<file path="config.mk">
export PLATFORM = sky130hd
export DESIGN_NAME = if_prefetch_queue
export DESIGN_NICKNAME = d
export VERILOG_FILES = /design/src/rtl/if_prefetch_queue.sv
export SDC_FILE = /design/constraint.sdc
export NUM_CORES = 1
export LEC_CHECK = 0
export CAP_MARGIN = 30
export CORE_ASPECT_RATIO = 2
export CORE_MARGIN = 2
export CORE_UTILIZATION = 68
export CTS_CLUSTER_SIZE = 30
export DETAILED_ROUTE_END_ITERATION = 10
export DONT_BUFFER_PORTS = 1
export MAX_ROUTING_LAYER = met4
export PLACE_DENSITY = 0.95
export SYNTH_ARGS = -nofsm -noshare
export SYNTH_HDL_FRONTEND = slang
export SYNTH_SLANG_ARGS = --single-unit
</file>
<file path="constraint.sdc">
create_clock -name clk -period 5.38 [get_ports clk]
set_input_delay 1.076 -clock clk [delete_from_list [all_inputs] [get_ports clk]]
set_output_delay 1.076 -clock clk [all_outputs]
set_load 0.03 [all_outputs]
</file>
<file path="src/rtl/if_prefetch_queue.sv">
// Instruction-fetch prefetch queue: a circular buffer of {pc+4, instr} between fetch and decode.
// Flush and reset empty it; push and pop update the queue on the rising clock edge with no fall-through path.
module if_prefetch_queue #(
  parameter int unsigned DATA_W = 32,
  parameter int unsigned ADDR_W = 32,
  parameter int unsigned DEPTH  = 4
) (
  input  logic                       clk,
  input  logic                       rst,
  input  logic                       fetch_valid,
  input  logic [ADDR_W-1:0]          fetch_pc,
  input  logic [DATA_W-1:0]          fetch_instr,
  output logic                       fetch_ready,
  input  logic                       id_ready,
  input  logic                       flush,
  output logic                       id_valid,
  output logic [DATA_W-1:0]          id_instruction,
  output logic [ADDR_W-1:0]          id_pc_plus_4,
  output logic [$clog2(DEPTH+1)-1:0] count
);

  localparam int unsigned PTR_W = $clog2(DEPTH);
  localparam int unsigned CNT_W = $clog2(DEPTH + 1);

  logic [PTR_W-1:0]  r_rd_ptr;
  logic [PTR_W-1:0]  r_wr_ptr;
  logic [CNT_W-1:0]  r_count;
  logic [ADDR_W-1:0] r_pc4_mem   [DEPTH];
  logic [DATA_W-1:0] r_instr_mem [DEPTH];

  logic w_not_full;
  logic w_not_empty;
  logic w_push;
  logic w_pop;

  // Handshake qualifiers derive from registered occupancy only; flush gates both.
  assign w_not_full  = (r_count != CNT_W'(DEPTH));
  assign w_not_empty = (r_count != '0);
  assign w_push      = fetch_valid && w_not_full && !flush;
  assign w_pop       = w_not_empty && id_ready && !flush;

  // Pointer and occupancy state; reset outranks flush, flush outranks push/pop.
  always_ff @(posedge clk) begin
    if (rst) begin
      r_rd_ptr <= '0;
      r_wr_ptr <= '0;
      r_count  <= '0;
    end else if (flush) begin
      r_rd_ptr <= '0;
      r_wr_ptr <= '0;
      r_count  <= '0;
    end else begin
      if (w_push) r_wr_ptr <= r_wr_ptr + PTR_W'(1);
      if (w_pop)  r_rd_ptr <= r_rd_ptr + PTR_W'(1);
      case ({w_push, w_pop})
        2'b10:   r_count <= r_count + CNT_W'(1);
        2'b01:   r_count <= r_count - CNT_W'(1);
        default: r_count <= r_count;
      endcase
    end
  end

  // Storage is written only on an accepted push; pc+4 is precomputed so the head path is a plain read.
  always_ff @(posedge clk) begin
    if (w_push && !rst) begin
      r_pc4_mem[r_wr_ptr]   <= ADDR_W'(fetch_pc + ADDR_W'(4));
      r_instr_mem[r_wr_ptr] <= fetch_instr;
    end
  end

  assign fetch_ready    = w_not_full;
  assign id_valid       = w_not_empty;
  assign count          = r_count;
  assign id_instruction = w_not_empty ? r_instr_mem[r_rd_ptr] : '0;
  assign id_pc_plus_4   = w_not_empty ? r_pc4_mem[r_rd_ptr]   : '0;

endmodule

</file>
== Word-level counts from Yosys, hierarchy flattened ==
Memories as Yosys holds them, arrays and structs flattened. A register that Yosys moved wholly into a read port is not among the register bits.
Index checks and enable logic that the tools add are counted.
Widths: inputs -> output; s select.
Storage, ports and cells
  flip-flop bits (word level): 7
  bits in writable memories: 256
  input bits: 69
  logic and storage cells: 32
  memories: 2
Cells by class
  add/subtract/negate cells: 5
  equality and inequality tests: 3
  multiplexer cells: 9
  reductions and logical operators: 10
Memories
  r_instr_mem: words 4, width 32, rd ports 1, clocked after memory_dff 1, write ports 1, RTL line 29  | logic [DATA_W-1:0] r_instr_mem [DEPTH];
  r_pc4_mem: words 4, width 32, rd ports 1, clocked after memory_dff 1, write ports 1, RTL line 28  | logic [ADDR_W-1:0] r_pc4_mem [DEPTH];
Operators with widths (count)
  $mux 32: 2
  $add 32x3->32 const B: 1
  $mux 2: 4
  $pmux 3 s2: 1
  $logic_and 1x1->1: 5
  $add 2x1->2 const B: 2
  $add 3x1->3 const B: 1
  $ne 3x3->1 const B: 1
  $reduce_bool 3->1: 1
  $sub 3x1->3 const B: 1
  $eq 2x1->1 const B: 1
  $eq 2x2->1 const B: 1
  $logic_not 1->1: 2
  $mux 1: 2
  $reduce_bool 2->1: 1
  $reduce_or 2->1: 1

== Longest topological paths before layout ==
Gate-level depths: netlist (run 1).
  depth after elaboration: 6
  depth in mapped cells: 10
  gate-level depth less buffers: 9

== Least setup slack after synthesis (run 1) ==
OpenSTA, ideal clock, no wires.
  kind: input-to-reg
  start point: in flush
  end point: mem r_instr_mem[0][0] (enable)
  library setup time: 0.429 ns
  arrival time: 3.223 ns
  data required time: 4.951 ns
  setup slack: 1.728 ns
  cell stages on the path: 4
  path buffers: 1
  path through: or2_2 -> clkbuf_1 -> nor2_1 -> and2_1
Between the ends
  cells in the longest elaborated chain, start to end: 5
RTL lines
  start: declaration: RTL line 15  | input logic flush,
  $logic_not 1->1: RTL line 39  | assign w_push = fetch_valid && w_not_full && !flush;
  $logic_and 1x1->1: RTL line 39
  $logic_and 1x1->1: RTL line 65  | if (w_push && !rst) begin
  $mux 1: RTL line 65
  $mux 1 (not written as such): RTL line 67  | r_instr_mem[r_wr_ptr] <= fetch_instr;
  end: declaration: RTL line 29
Every way passes these cells.

==> impl_results.md, run 1 <==
* Outcome: finished, final reports clean
* Initial DRC Count at between 400 and 500
* Fin cells at roughly 760
* Setup_tns at 0 ps
* Place WS at about 2100 ps
* Die Ht at 181 um
* Post-synth EDFFs at ~260
* Post-synth cell types at 26
* Synth Warn # at 0
* Final Cell Area at 0.0116 mm^2
* Placed Area at between 0.01 and 0.015 mm^2
* WL final at 20400 um
* Top cell type's share of synthesized area at a little over 70%
* P&R area growth vs syn at 9.53%
* TritonCTS clock tree: yes
* Fill cell count at a little under 800
* Worst r2r src: count[0]
* Reg-to-Reg End: count[2]
* Kind of critical path: reg -> out
* Gr ovfl total at 0
* CP top delay family: flip-flops
* Hold_sp: r_wr_ptr[1]
* Leading post-synthesis cells by cell area: edfxtp_1 (72%), mux4_2 (14%), and2_1 (4.0%)
* Total power per unit cell area at between 300 and 400 mW/mm^2
* I/O Pins at between 100 and 150
* Vias in the first global route at approximately 5300
* Final antenna-violating net count at 0
* Worst path required time at 4300 ps
* Fin Hold WS at ~560 ps
* Core area at around 0.015 mm^2
* Crit path time final at roughly 3800 ps
* CP Cell Sequence: buf_4 -> mux4_2 -> and2_1
* Final core occ at approximately 76%
* Crit path max fanout at 36
* Max H-tree Level at 1
* Hold Fails Final Rpt at 0
* Worst-Skew Late Latency at ~500 ps
* Syn_area_per_cell at roughly 20 um^2
* First-pass GRT wire length at ~31000 um
* Hold Path Depth at 2
* Hold EP: r_wr_ptr[1]
* CTS buffer count at 22
* Clock sinks at ~270
* Hold Path Class: reg -> reg
* Worst slew pin tran at ~1000 ps
* Slowest cell on the critical path: dfxtp_2
* Register area share after synthesis at between 70% and 80%
* Most used DFF post-synth: edfxtp_1
* Fin nets at 620
* Dpl cells at just over 700
* Cell Rows at 64
* Endpoints failing setup at 0
* VDD IR max at 376 uV
* Worst-case clock buffer depth at 3
* Wirelength per Cell at approximately 27 um
* M1 WL at a little under 7000 um
* Critical Path AT at 2710 ps
* Final clock skew at 13.9 ps
* Gpl congestion at around 0.85
* Setup crit start kind: flop
* Setup Buffers After CTS at 0
* Cell taking the most area after synthesis: edfxtp_1
* Met3 wire length at 1310 um
* RSZ-0062 raised after global routing: no
* Starting Density at 69.5%
* Most common cell in the netlist: edfxtp_1
* I/O Buffers at 0
* Remaining DRCs at 0
* R2r setup slk at 2270 ps
* Synth top cells by count: edfxtp_1 (256), and2_1 (68), mux4_2 (64)
* Worst slew margin at a little over a third
* Setup WS post-layout at 1600 ps
* Die width at slightly above 90 um
* Highest clock rate at 264 MHz
* CTS clock-pin slew for the worst setup and hold paths at 70 ps
* Clock Tree Root: clkbuf_16
* Via count at 5070
* Gate Count Post-Synth at approximately 540
* Pre-antenna DRT Iters at 5
* Share of cells above drive strength 1 at about a fifth
* Slew Viols, Final at 0
* Tcrit/Tclk final at a little over two thirds
* Syn_nets at around 610
* Gr usage total at between 20% and 30%
* Top sig layer: met4
* FFs w/ async S/R, synth at 0%
* Met2 wire length at approximately 12000 um
* Die area at 0.0167 mm^2
* Buf/Inv on CP at 1
* Largest net degree at the start of global routing at between 60 and 70
* Mapped Area at approximately 0.011 mm^2
* Leak at about 3.6 nW
* Hold-fix buffers at CTS at 0
* Crit. End Element: output port
* Synth Register Bits at 265
* Vias/cell at ~6.7
* N_diodes at 0
* CP peak stage delay at 970 ps
* Total power at 4.08 mW
* Hpwl dp at 12200 um
* Initial antenna violation count at 0
* Cts repair resizes at 0
* Max Cap Viol at 0
* Worst R2R Path Depth at 10
==> routing by layer <==
metal	vias up	global-route usage, %
met4	0	9.55
met3	54	5.25
met5	-	-
met1	2651	29.5
met2	248	43.6
li1	2117	-
==> worst reg2reg max path, cell delays in order, from the launching register on <==
cell	delay (ps)
dfxtp_1	590
or3_2	600
buf_12	270
nand2_1	130
nor2_1	170
ha_1	230
inv_1	70
fa_1	370
xor2_1	160
or3_1	310
a21oi_1	140
==> layout make-up <==
type	count	area [um^2]	area share (%)
Clock buffer	29	598	5.14
Tap cell	198	248	2.13
Inverter	8	30.0	0.258
Clock inverter	10	150	1.29
Sequential cell	265	7870	67.6
Multi-Input combinational cell	241	2650	22.7
Timing Repair Buffer	6	97.6	0.838
==> how the worst max path moves through the flow <==
stage / depth (start not counted) / slack, ps / endpoint / start
6_report: 3 / 1600 / id_instruction[27] / flop
2_1_floorplan: 4 / 1730 / r_instr_mem[0][0] / flush
5_1_grt: 3 / 1500 / id_instruction[1] / flop
3_3_place_gp: 3 / 2140 / id_pc_plus_4[0] / flop
4_1_cts: 3 / 1570 / id_instruction[24] / flop
3_5_place_dp: 3 / 2140 / id_instruction[24] / flop
==> sequential cells by signal, summed over array words and instances, names as in the netlist, named ones only <==
| signal | flops |
|---|---|
| r_instr_mem | 128 |
| r_rd_ptr | 2 |
| r_wr_ptr | 2 |
| r_pc4_mem | 128 |
| count | 3 |
==> power breakdown <==
part / switching [mW] / total, mW / internal, mW
clock: 0.678 / 1.65 / 0.976
combinational: 0.0879 / 0.130 / 0.0421
sequential: 0.00908 / 2.30 / 2.29
==> cells in the final DEF, fill, tap and decap left out, types with 7 or more instances in the layout <==
cell type	instances
nor2_1	16
inv_1	8
dfxtp_1	7
nand3_1	15
edfxtp_1	256
nand2_1	11
nand4_1	7
xor2_1	11
clkbuf_16	23
and2_1	64
xnor2_1	22
mux4_2	64
==> logic make-up after synthesis <==
| kind of cell | count (synthesis) | share of synthesized area [%] |
|---|---|---|
| AOI/OAI and AO/OA | 4 | 0.188 |
| muxes | 64 | 13.6 |
| DFF | 265 | 74.0 |
| xor gates and xnor gates | 33 | 2.72 |
| buffers and inverters | 31 | 1.19 |
| adders and majority gates | 7 | 0.894 |
| and+or+nand+nor | 133 | 7.45 |
Note: power is estimated with default switching activity, not from simulation.
==> run 2: changes to the inputs <==
Settings changed: CORE_UTILIZATION 68 to 63, PLACE_DENSITY 0.95 to 0.91.
Clock period 5.38 ns to 3.9 ns, I/O delays scaled along.
==> impl_results.md, run 2 (synthesis gave the netlist of run 1 again) <==
* Outcome: finished, final reports clean
* Slew Viols, Final at 0 (unchanged)
* Hold-fix buffers at CTS at 0 (unchanged)
* I/O Buffers at 0 (unchanged)
* Clock Tree Root: clkbuf_16
* Clock sinks at 265 (unchanged)
* Cell Rows at 67 (+4.7%)
* Remaining DRCs at 0 (unchanged)
* CTS buffer count at 23 (+4.5%)
* Initial antenna violation count at 0 (unchanged)
* Worst slew pin tran at 932 ps (-39.3 ps)
* RSZ-0062 raised after global routing: no
* Hold Fails Final Rpt at 0 (unchanged)
* Final clock skew at 5.56 ps (-8.39 ps)
* Total power per unit cell area at 489 mW/mm^2 (+40%)
* Largest net degree at the start of global routing at 65 (unchanged)
* Max H-tree Level at 1 (unchanged)
* Die Ht at 188 um (+3.8%)
* Vias/cell at 6.44 (-3.9%)
* Setup_tns at 0 ps (unchanged)
* Critical Path AT at 2610 ps (-100 ps)
* FF+latch area at 0.00788 mm^2 (about the same)
* Share of cells above drive strength 1 at 21.7% (+0.96 points)
* Die width at 95.9 um (+3.7%)
* Most frequent cells in the layout: edfxtp_1 (256), mux4_2 (64), and2_1 (64), clkbuf_16 (23), xnor2_1 (22)
* Gr ovfl total at 0 (unchanged)
* Endpoints failing setup at 0 (unchanged)
* Highest clock rate at about 300 MHz
* I/O Pins at 138 (unchanged)
* TritonCTS clock tree: yes
* Leak at 3.67 nW (+1.3%)
* Setup WS post-layout at 514 ps (-1090 ps)
* Worst slew margin at 37.9% (+2.6 points)
* WL final at 19600 um (-4.3%)
* Commonest non-fill, non-tap cell in the layout: edfxtp_1
* Vias in the first global route at 5261 (-0.60%)
* Starting Density at 63.7% (-5.8 points)
* Tcrit/Tclk final at between 80% and 90%
* First-pass GRT wire length at 28900 um (-5.5%)
* Pre-antenna DRT Iters at 5 (unchanged)
* Gpl congestion at 0.777 (-9.1%)
* Multi-input logic area at 0.00265 mm^2 (unchanged)
* Via count at 4949 (-2.4%)
* N_diodes at 0 (unchanged)
* Wirelength per Cell at 25.4 um (-5.8%)
* Crit. End Element: output port
* Hold Path Class: in -> reg
* P&R area growth vs syn at 10.5%
* Die area at 0.0180 mm^2 (+7.7%)
* Initial DRC Count at 233 (-43%)
* CTS clock-pin slew for the worst setup and hold paths at 70 ps (about the same)
* Place WS at 1030 ps (-1110 ps)
* Crit path max fanout at 37 (+2.8%)
* Worst-case clock buffer depth at 3 (unchanged)
* VDD IR max at 424 uV (+13%)
* Cts repair resizes at 0 (unchanged)
* Final antenna-violating net count at 0 (unchanged)
* Worst-Skew Late Latency at 500 ps (about the same)
* Setup crit start kind: flop
* Crit path time final at between 3000 and 4000 ps
* Fin nets at 622 (+0.32%)
* Core area at 0.0167 mm^2 (+9.1%)
* Hpwl dp at 11600 um (-4.8%)
* Gr usage total at 22.5% (-2.9 points)
* Max Cap Viol at 0 (unchanged)
* Setup Buffers After CTS at 0 (unchanged)
* Worst path required time at 3120 ps (-1180 ps)
* Fill cell count at 964 (+23%)
* Kind of critical path: reg -> out
-- run 2: area by class of cell --
| cell class | instances | area share (%) |
|---|---|---|
| well taps | 207 | 2.20 |
| clock buffers | 28 | 5.14 |
| repair buffers | 7 | 1.17 |
| flip-flops and latches | 265 | 67.0 |
| inverters | 8 | 0.256 |
| clock inverters | 13 | 1.67 |
| multi-input cells | 241 | 22.5 |
-- run 2: report_power, final --
part / total (mW) / internal (mW) / switching, mW
registers: 3.16 / 3.15 / 0.0122
clock network: 2.40 / 1.44 / 0.960
logic: 0.179 / 0.0592 / 0.120
total: 5.74 / 4.65 / 1.09
-- run 2: path summary, 6_finish.rpt --
check	from	to	slack (ps)	depth (start not counted)
worst max-delay path	count[0]	id_instruction[25]	510	3
worst min-delay path	fetch_instr[27]	r_instr_mem[0][27]	370	0
worst max register to register	count[0]	count[2]	1010	9
worst min register to register	r_wr_ptr[1]	r_wr_ptr[1]	520	2
-- run 2: stage by stage --
stage	std cells	hold WS (ps)	power, mW	cell area (um^2)	utilization [%]
floorplan	537	469	3.37	10600	-
detailed placement	724	498	3.41	10800	65.0
global placement	724	488	3.39	10800	65.0
finish	769	367	5.74	11800	70.4
global route	769	348	5.90	11800	70.4
CTS	765	350	5.78	11600	69.8
-- run 2: worst max-delay path: stages (launching register included) --
cell	delay (ps)
dfxtp_1	580
or3_2	630
buf_4	440
and2_1	420
-- run 2: routing by layer --
layer  vias to the layer above  wire length, um  GRT usage [%]
met5                         -                0              -
li1                       2134                -              -
met4                         0              629           8.30
met3                        55             1020           3.94
met2                       172            10900           38.2
met1                      2588             6970           26.7
==> run 3: changes to the inputs <==
Settings changed: CTS_CLUSTER_SIZE 30 to 8, SLEW_MARGIN set to 5.
==> impl_results.md, run 3 (synthesis gave the netlist of run 1 again) <==
* Final clock skew at 18.8 ps (+13.3 ps)
* Die area at 0.0180 mm^2 (unchanged)
* Core area at 0.0167 mm^2 (unchanged)
* Hold Path Class: in -> reg
* I/O Buffers at 0 (unchanged)
* Hold Fails Final Rpt at 0 (unchanged)
* Remaining DRCs at 0 (unchanged)
* Reg-to-Reg End: count[2]
* Starting Density at 63.7% (unchanged)
* Worst path required time at 3120 ps (about the same)
* Setup Buffers After CTS at 0 (unchanged)
* Buf/Inv on CP at 1 (unchanged)
* Share of cells above drive strength 1 at 22.3% (+0.61 points)
* N_diodes at 0 (unchanged)
* CP peak stage delay at 620 ps (about the same)
* CP Cell Sequence: or3_2 -> buf_4 -> and2_1
* WL final at 20200 um (+3.5%)
* Gr usage total at 23.2% (+0.71 points)
* Fin nets at 638 (+2.6%)
* Crit path time final at 3360 ps (-29.6 ps)
* Worst r2r src: count[0]
* Endpoints failing setup at 0 (unchanged)
* Met2 wire length at 11300 um (+3.8%)
* Cts repair resizes at 0 (unchanged)
* Vias in the first global route at 5439 (+3.4%)
* Final antenna-violating net count at 0 (unchanged)
* Most frequent cells in the layout: edfxtp_1 (256), mux4_2 (64), and2_1 (64), clkbuf_16 (40), xnor2_1 (22)
* Crit path max fanout at 37 (unchanged)
* First-pass GRT wire length at 29600 um (+2.2%)
* Highest clock rate at 298 MHz (+0.88%)
* Worst-Skew Late Latency at 500 ps (about the same)
* Initial antenna violation count at 0 (unchanged)
* Worst slew pin tran at 930 ps (-1.60 ps)
* Leak at 3.80 nW (+3.4%)
* Worst-case clock buffer depth at 3 (unchanged)
* Tcrit/Tclk final at 86.1% (-0.76 points)
* I/O Pins at 138 (unchanged)
* Critical Path AT at 2580 ps (-30 ps)
* CTS buffer count at 39 (+70%)
* Max Cap Viol at 0 (unchanged)
* Clock Tree Root: clkbuf_16
* Hold Path Depth at 0 (unchanged)
* Top sig layer: met4
* P&R area growth vs syn at 13.2%
* Clock sinks at 265 (unchanged)
* Commonest non-fill, non-tap cell in the layout: edfxtp_1
* Max H-tree Level at 2 (+1)
* Die Ht at 188 um (unchanged)
* Total power per unit cell area at 524 mW/mm^2 (+7.1%)
* Vias/cell at 6.43 (about the same)
* RSZ-0062 raised after global routing: no
* Cell Rows at 67 (unchanged)
* Hold_sp: fetch_instr[25]
* Hpwl dp at 11600 um (unchanged)
* Final core occ at 72.1% (+1.7 points)
* Final Cell Area at 0.0120 mm^2 (+2.4%)
* CTS clock-pin slew for the worst setup and hold paths at 50 ps (-20 ps)
* Met3 wire length at 1120 um (+10%)
* Fill cell count at 946 (-1.9%)
* Placed Area at 0.0108 mm^2 (unchanged)
* TritonCTS clock tree: yes
* Setup crit start kind: flop
* Gpl congestion at 0.777 (unchanged)
* Largest net degree at the start of global routing at 65 (unchanged)
* Worst slew margin at 38.0% (+0.11 points)
* Crit. End Element: output port
* R2r setup slk at 950 ps (-60 ps)
* CP top delay family: simple AND/OR/NAND/NOR gates
* Pre-antenna DRT Iters at 4 (-1)
* Gr ovfl total at 0 (unchanged)
* Hold EP: r_instr_mem[2][25]
* M1 WL at 7000 um (+0.43%)
* Initial DRC Count at 233 (unchanged)
* Kind of critical path: reg -> out
* Slew Viols, Final at 0 (unchanged)
* Outcome: finished, final reports clean
* Hold-fix buffers at CTS at 0 (unchanged)
* Worst R2R Path Depth at 9 (unchanged)
* Slowest cell on the critical path: or3_2
* Via count at 5049 (+2.0%)
* Wirelength per Cell at 25.8 um (+1.4%)
* Die width at 95.9 um (unchanged)
* Setup_tns at 0 ps (unchanged)
* VDD IR max at 506 uV (+19%)
[run 3: cell types whose count changed in the layout (fill, tap and decap cells not counted), sizes merged]
cell    change
clkbuf     +26
bufinv      -5
clkinv      -5
[run 3: worst max-delay path by stage]
stage / slack [ps] / from / to / cells after the start
6_report: 540 / count[0] / id_instruction[26] / 3
5_1_grt: 370 / count[0] / id_instruction[26] / 3
4_1_cts: 500 / count[0] / id_instruction[26] / 3
3_5_place_dp: 1030 / count[0] / count[2] / 9
3_3_place_gp: 1150 / count[0] / id_instruction[25] / 3
2_1_floorplan: 540 / flush / r_instr_mem[0][0] / 4
[run 3: stage by stage]
stage	hold WS (ps)	power, mW	instances	worst slack (ps)
4_1_cts	354	6.34	781	498
3_5_place_dp	498	3.41	724	1030
3_3_place_gp	488	3.39	724	1150
6_report	373	6.30	785	544
5_1_grt	352	6.47	785	371
2_1_floorplan	469	3.37	537	544
[run 3: final cells by class]
cell class	count	area [um^2]	share of cell area, %
sequential	265	7880	65.5
multi-input combinational	241	2650	22.0
clock buffer	54	1050	8.76
tap	207	259	2.15
timing repair buffer	7	130	1.08
clock inverter	3	33.8	0.281
inverter	8	30.0	0.250
[run 3: where the power goes]
group,switching [mW],total [mW],internal [mW]
clock network,1.09,2.94,1.85
registers,0.0125,3.18,3.16
logic,0.121,0.180,0.0591
total,1.22,6.30,5.08
[run 3: layer usage]
layer  up-vias  GRT usage (%)
met5         -              -
met4         0           9.89
met2       192           39.6
li1       2162              -
met3        54           4.82
met1      2641           25.9
